### src/rtl/ex_mem_reg.sv
// EX/MEM pipeline register: store lane alignment, misalign flag, EX forwarding tap.
// Optional EXMEM_STAT_EN adds saturating stall/bubble counters.
module ex_mem_reg #(
  parameter int XLEN       = 32,
  parameter int REG_ADDR_W = 5
`ifdef EXMEM_STAT_EN
  ,
  parameter int STAT_W     = 16
`endif
) (
  input  logic                  clk_i,
  input  logic                  rst_i,
  input  logic                  stall_i,
  input  logic                  flush_i,
  input  logic                  valid_i,
  input  logic [XLEN-1:0]       alu_res_i,
  input  logic [XLEN-1:0]       store_data_i,
  input  logic [REG_ADDR_W-1:0] rd_i,
  input  logic                  reg_we_i,
  input  logic                  mem_we_i,
  input  logic                  mem_re_i,
  input  logic [1:0]            mem_size_i,
  output logic                  valid_o,
  output logic [XLEN-1:0]       alu_res_o,
  output logic [XLEN-1:0]       wdata_o,
  output logic [3:0]            be_o,
  output logic [REG_ADDR_W-1:0] rd_o,
  output logic                  reg_we_o,
  output logic                  mem_we_o,
  output logic                  mem_re_o,
  output logic [1:0]            mem_size_o,
  output logic                  misalign_o,
  output logic                  fwd_en_o,
  output logic [REG_ADDR_W-1:0] fwd_rd_o,
  output logic [XLEN-1:0]       fwd_data_o
`ifdef EXMEM_STAT_EN
  ,
  output logic [STAT_W-1:0]     stall_cnt_o,
  output logic [STAT_W-1:0]     bubble_cnt_o
`endif
);

  typedef struct packed {
    logic                  valid;
    logic [XLEN-1:0]       alu_res;
    logic [XLEN-1:0]       wdata;
    logic [3:0]            be;
    logic [REG_ADDR_W-1:0] rd;
    logic                  reg_we;
    logic                  mem_we;
    logic                  mem_re;
    logic [1:0]            size;
    logic                  misalign;
  } ex_mem_t;

  ex_mem_t         q, nxt;
  logic [1:0]      a;
  logic [XLEN-1:0] lane_wdata;
  logic [3:0]      lane_be;
  logic            lane_bad;
  logic            is_mem;
  logic            bad;
  logic            bubble;

  always_comb begin
    a          = alu_res_i[1:0];
    lane_wdata = store_data_i;
    lane_be    = 4'b0000;
    lane_bad   = 1'b0;
    unique case (mem_size_i)
      2'b00: begin
        lane_wdata = {4{store_data_i[7:0]}};
        lane_be    = 4'b0001 << a;
      end
      2'b01: begin
        lane_wdata = {2{store_data_i[15:0]}};
        lane_be    = a[1] ? 4'b1100 : 4'b0011;
        lane_bad   = a[0];
      end
      2'b10: begin
        lane_be  = 4'b1111;
        lane_bad = |a;
      end
      default: lane_bad = 1'b1;
    endcase
  end

  // Misalignment only matters for real memory ops; it cancels the access.
  always_comb begin
    is_mem       = mem_we_i | mem_re_i;
    bad          = is_mem & lane_bad;
    nxt          = '0;
    nxt.valid    = 1'b1;
    nxt.alu_res  = alu_res_i;
    nxt.wdata    = lane_wdata;
    nxt.be       = (is_mem & ~bad) ? lane_be : 4'b0000;
    nxt.rd       = rd_i;
    nxt.reg_we   = reg_we_i;
    nxt.mem_we   = mem_we_i & ~bad;
    nxt.mem_re   = mem_re_i & ~bad;
    nxt.size     = mem_size_i;
    nxt.misalign = bad;
  end

  assign bubble = flush_i | (~stall_i & ~valid_i);

  always_ff @(posedge clk_i or posedge rst_i) begin
    if (rst_i)         q <= '0;
    else if (bubble)   q <= '0;
    else if (!stall_i) q <= nxt;
  end

  assign valid_o    = q.valid;
  assign alu_res_o  = q.alu_res;
  assign wdata_o    = q.wdata;
  assign be_o       = q.be;
  assign rd_o       = q.rd;
  assign reg_we_o   = q.reg_we;
  assign mem_we_o   = q.mem_we;
  assign mem_re_o   = q.mem_re;
  assign mem_size_o = q.size;
  assign misalign_o = q.misalign;

  // Load data is not available yet, so loads never forward from here.
  assign fwd_en_o   = q.valid & q.reg_we & ~q.mem_re & (q.rd != '0);
  assign fwd_rd_o   = q.rd;
  assign fwd_data_o = q.alu_res;

`ifdef EXMEM_STAT_EN
  always_ff @(posedge clk_i or posedge rst_i) begin
    if (rst_i) begin
      stall_cnt_o  <= '0;
      bubble_cnt_o <= '0;
    end else begin
      if (stall_i && !flush_i && !(&stall_cnt_o))
        stall_cnt_o <= stall_cnt_o + 1'b1;
      if (bubble && !(&bubble_cnt_o))
        bubble_cnt_o <= bubble_cnt_o + 1'b1;
    end
  end
`endif

endmodule

### config.mk
export PLATFORM = sky130hd
export DESIGN_NAME = ex_mem_reg
export DESIGN_NICKNAME = d
export VERILOG_FILES = /design/src/rtl/ex_mem_reg.sv
export SDC_FILE = /design/constraint.sdc
export NUM_CORES = 1
export LEC_CHECK = 0
export CAP_MARGIN = 20
export CORE_MARGIN = 3
export CORE_UTILIZATION = 39
export DETAILED_ROUTE_END_ITERATION = 8
export GPL_TIMING_DRIVEN = 0
export PLACE_DENSITY = 0.8
export SYNTH_ARGS = -nofsm -noshare
export SYNTH_HDL_FRONTEND = slang
export SYNTH_SLANG_ARGS = --single-unit
### constraint.sdc
create_clock -name clk_i -period 2.5 [get_ports clk_i]
set_input_delay 0.25 -clock clk_i [delete_from_list [all_inputs] [get_ports clk_i]]
set_output_delay 0.25 -clock clk_i [all_outputs]
set_load 0.01 [all_outputs]
==> results.sh, run 1 <==
export IMPL_status="completed"
export IMPL_crit_buf_inv=1
export IMPL_startpoint_type="flip-flop"
export IMPL_row_count=34
export IMPL_htreeDepth=3
export IMPL_hold_path_class="in2async"
export IMPL_cts_buffers=9
export IMPL_synthMuxAreaShare_pct=6.90
export IMPL_synthAdderAreaFrac_pct=0
export IMPL_grt_pass1_vias=3251
export IMPL_reg2reg_to="fwd_rd_o[0]$_DFFE_PP0P_"
export IMPL_crit_reg2reg_launch="fwd_rd_o[0]$_DFFE_PP0P_"
export IMPL_drt_iter0_drc=73
export IMPL_ys_seq_elements=80
export IMPL_dieHeight_um=102
export IMPL_reg2reg_slack_ps=1740
export IMPL_synth_seq_area_share_pct=55.2
export IMPL_clockBufferDepth=2
export IMPL_cts_resized=0
export IMPL_worst_slack_ps=292
export IMPL_utilization_pct=67.3
export IMPL_grt_setup_unrepaired="no"
export IMPL_worst_ep_arrival_time_ps=1960
export IMPL_yosysTopAreaCell="dfrtp_1"
export IMPL_place_ws_ps=661
export IMPL_dr_pass1_iters=4
export IMPL_drt_antenna_violating_nets=0
export IMPL_coreArea_um2=8890
export IMPL_grt_overflow_total=0
export IMPL_slew_headroom_pct=62.2
export IMPL_skew_ps=0
export IMPL_power_leakage_nw=2.72
export IMPL_syn_num_nets=384
export IMPL_path_class="reg2out"
export IMPL_dpl_cell_area_um2=5730
export IMPL_cts_tree="done"
export IMPL_synth_cell_types=28
export IMPL_max_cap_viol_count=0
export IMPL_synth_compound_area_share_pct=20.8
export IMPL_clock_fmax_mhz=453
export IMPL_synthTopCellsByArea="dfrtp_1 (55%), a22o_1 (13%), buf_4 (8.5%)"
export IMPL_root_buffer="clkbuf_8"
export IMPL_synth_top_family_by_area="compound AO/OA/AOI/OAI gates"
export IMPL_finalMaxSlewViolations=0
export IMPL_syn_area_um2=3630
export IMPL_yosysWarnings=0
export IMPL_fin_area_um2=5980
export IMPL_crit_path_max_incr_delay_ps=550
export IMPL_ioPinCount=197
export IMPL_path_cells="or4_1 > nor2_1 > nor3_1 > clkdlybuf4s50_1"
export IMPL_clock_sinks=80
export IMPL_p_total_mw=3.13
export IMPL_die_area_um2=10500
export IMPL_irDropWorstVdd_uv=283
export IMPL_grt_total_usage_pct=22.2
export IMPL_antenna_found_initial=0
export IMPL_insertion_delay_ps=350
export IMPL_layout_drive_gt1_share_pct=17.2
export IMPL_num_antenna_cells=0
export IMPL_die_w_um=102
export IMPL_period_needed_ps=2210
export IMPL_cp_slowest_cell="or4_1"
export IMPL_fin_crit_sh_pct=88.3
export IMPL_hpwlAfterDp_um=9020
export IMPL_finalHoldViolCount=0
export IMPL_synth_simple_area_share_pct=5.14
export IMPL_cp_required_ps=2250
export IMPL_syn_inst=305
export IMPL_remaining_drc_errors=0
export IMPL_r2r_cells=1
export IMPL_grt_max_degree=42
export IMPL_viasPerCell=5.05
export IMPL_setup_violations=0
export IMPL_cts_hold_repair_buffers=0
export IMPL_routedWlPerCell_um=18.6
export IMPL_netlist_area_leader_share_pct=55.2
export IMPL_worst_pin_slew_ps=567
export IMPL_clk_pin_slew_worst_paths_ps=80
export IMPL_crit_family="simple AND/OR/NAND/NOR gates"
export IMPL_syn_avg_cell_area_um2=11.9
export IMPL_vias=3154
export IMPL_nets=590
export IMPL_portBuffers=194
export IMPL_p_per_area_nw_per_um2=524
export IMPL_place_congestion=0.847
export IMPL_postCtsSetupBuffers=0
export IMPL_finalWirelength_um=11600
export IMPL_synth_xor_area_share_pct=0
export IMPL_grt_pass1_wl_um=17600
export IMPL_initial_utilization_pct=40.8
export IMPL_area_growth_pct=64.9
export IMPL_end_kind="output port"
export IMPL_worstPathMaxFanout=4
-- layout make-up --
type,count,area (um2)
sequential,80,2000
fill,707,2910
clock inverter,5,103
clock buffer,11,151
tap,108,135
timing repair buffer,195,1960
buffer,60,427
multi-input combinational,163,1190
inverter,2,10.0
-- cell families (layout without fill, tap and decap cells) --
family	Yosys count	count (layout)
muxes	25	25
and+or+nand+nor	42	42
buffers and inverters	62	273
DFF	80	80
AOI/OAI and AO/OA	96	96
-- where the power goes --
part	internal, mW	switching [mW]
combinational	0.329	0.233
clock	0.716	0.475
sequential	1.34	0.0363
total	2.39	0.745
-- synthesized netlist by cell type --
library cell,n
nor2_2,1
o21ai_0,3
nand2b_1,1
o22ai_1,1
o31ai_1,4
o21a_1,1
nand2_1,32
or2_1,1
inv_1,2
or3b_1,1
a32o_1,2
nor2_1,2
nor3b_2,1
o211ai_1,1
or4_1,1
o21ai_1,14
a22o_1,55
mux2i_1,25
buf_6,4
o21ai_2,10
clkbuf_1,1
nor2b_1,1
dfrtp_1,80
buf_4,41
buf_2,14
a21oi_1,4
nor3_1,1
o22a_1,1
-- registers in the layout, summed over array words and instances (netlist names) --
name,flops
alu_res_o,32
wdata_o,32
fwd_rd_o,5
be_o,4
mem_size_o,2
mem_re_o,1
mem_we_o,1
misalign_o,1
reg_we_o,1
valid_o,1
-- metal layers --
metal  GRT usage, %  share of wire [%]  up-vias
li1               -                  -     1472
met1           25.6                 40     1518
met2           37.5                 48      150
met3           9.15                 10       14
met4           7.27                1.8        0
met5              0                  0        -
-- cell usage in the layout (no fill, tap or decap), types with 2 or more instances in the layout --
cell type	count
clkdlybuf4s50_1	194
dfrtp_1	80
a22o_1	55
buf_4	41
nand2_1	32
mux2i_1	25
buf_2	14
o21ai_1	14
clkbuf_8	11
o21ai_2	10
buf_6	4
a21oi_1	4
o31ai_1	4
o21ai_0	3
bufinv_16	3
nor2_1	2
a32o_1	2
-- stage by stage --
step                instances  TNS, ps  hold slack, ps
CTS                       624        0             312
global route              624        0             339
floorplan                 305        0             316
global placement          607   -89510             461
finish                    624        0             306
detailed placement        608        0             466
-- worst max-delay path by stage --
stage	startpoint	end	slack [ps]	cells after the start
2_1_floorplan	rst_i	alu_res_o[0]$_DFFE_PP0P_	200	1
3_3_place_gp	rst_i	wdata_o[19]$_DFFE_PP0P_	-1120	2
3_5_place_dp	fwd_rd_o[1]$_DFFE_PP0P_	fwd_en_o	660	4
4_1_cts	fwd_rd_o[1]$_DFFE_PP0P_	fwd_en_o	270	4
5_1_grt	fwd_rd_o[2]$_DFFE_PP0P_	fwd_en_o	230	4
6_report	fwd_rd_o[1]$_DFFE_PP0P_	fwd_en_o	290	4
(Power assumes the default switching activity.)
==> run 2: changes to the inputs <==
--- a/config.mk
+++ b/config.mk
@@ -8,6 +8,7 @@
 export CAP_MARGIN = 20
 export CORE_MARGIN = 3
 export CORE_UTILIZATION = 39
+export CTS_CLUSTER_DIAMETER = 120
 export DETAILED_ROUTE_END_ITERATION = 8
 export GPL_TIMING_DRIVEN = 0
 export PLACE_DENSITY = 0.8
==> results of run 2 <==
The final DEF is identical to that of run 1; final timing and power are the same.
==> run 3: changes to the inputs <==
--- a/config.mk
+++ b/config.mk
@@ -15,3 +15,4 @@
 export SYNTH_ARGS = -nofsm -noshare
 export SYNTH_HDL_FRONTEND = slang
 export SYNTH_SLANG_ARGS = --single-unit
+export TNS_END_PERCENT = 5
==> results of run 3 <==
The final DEF is identical to that of run 1; final timing and power are the same.
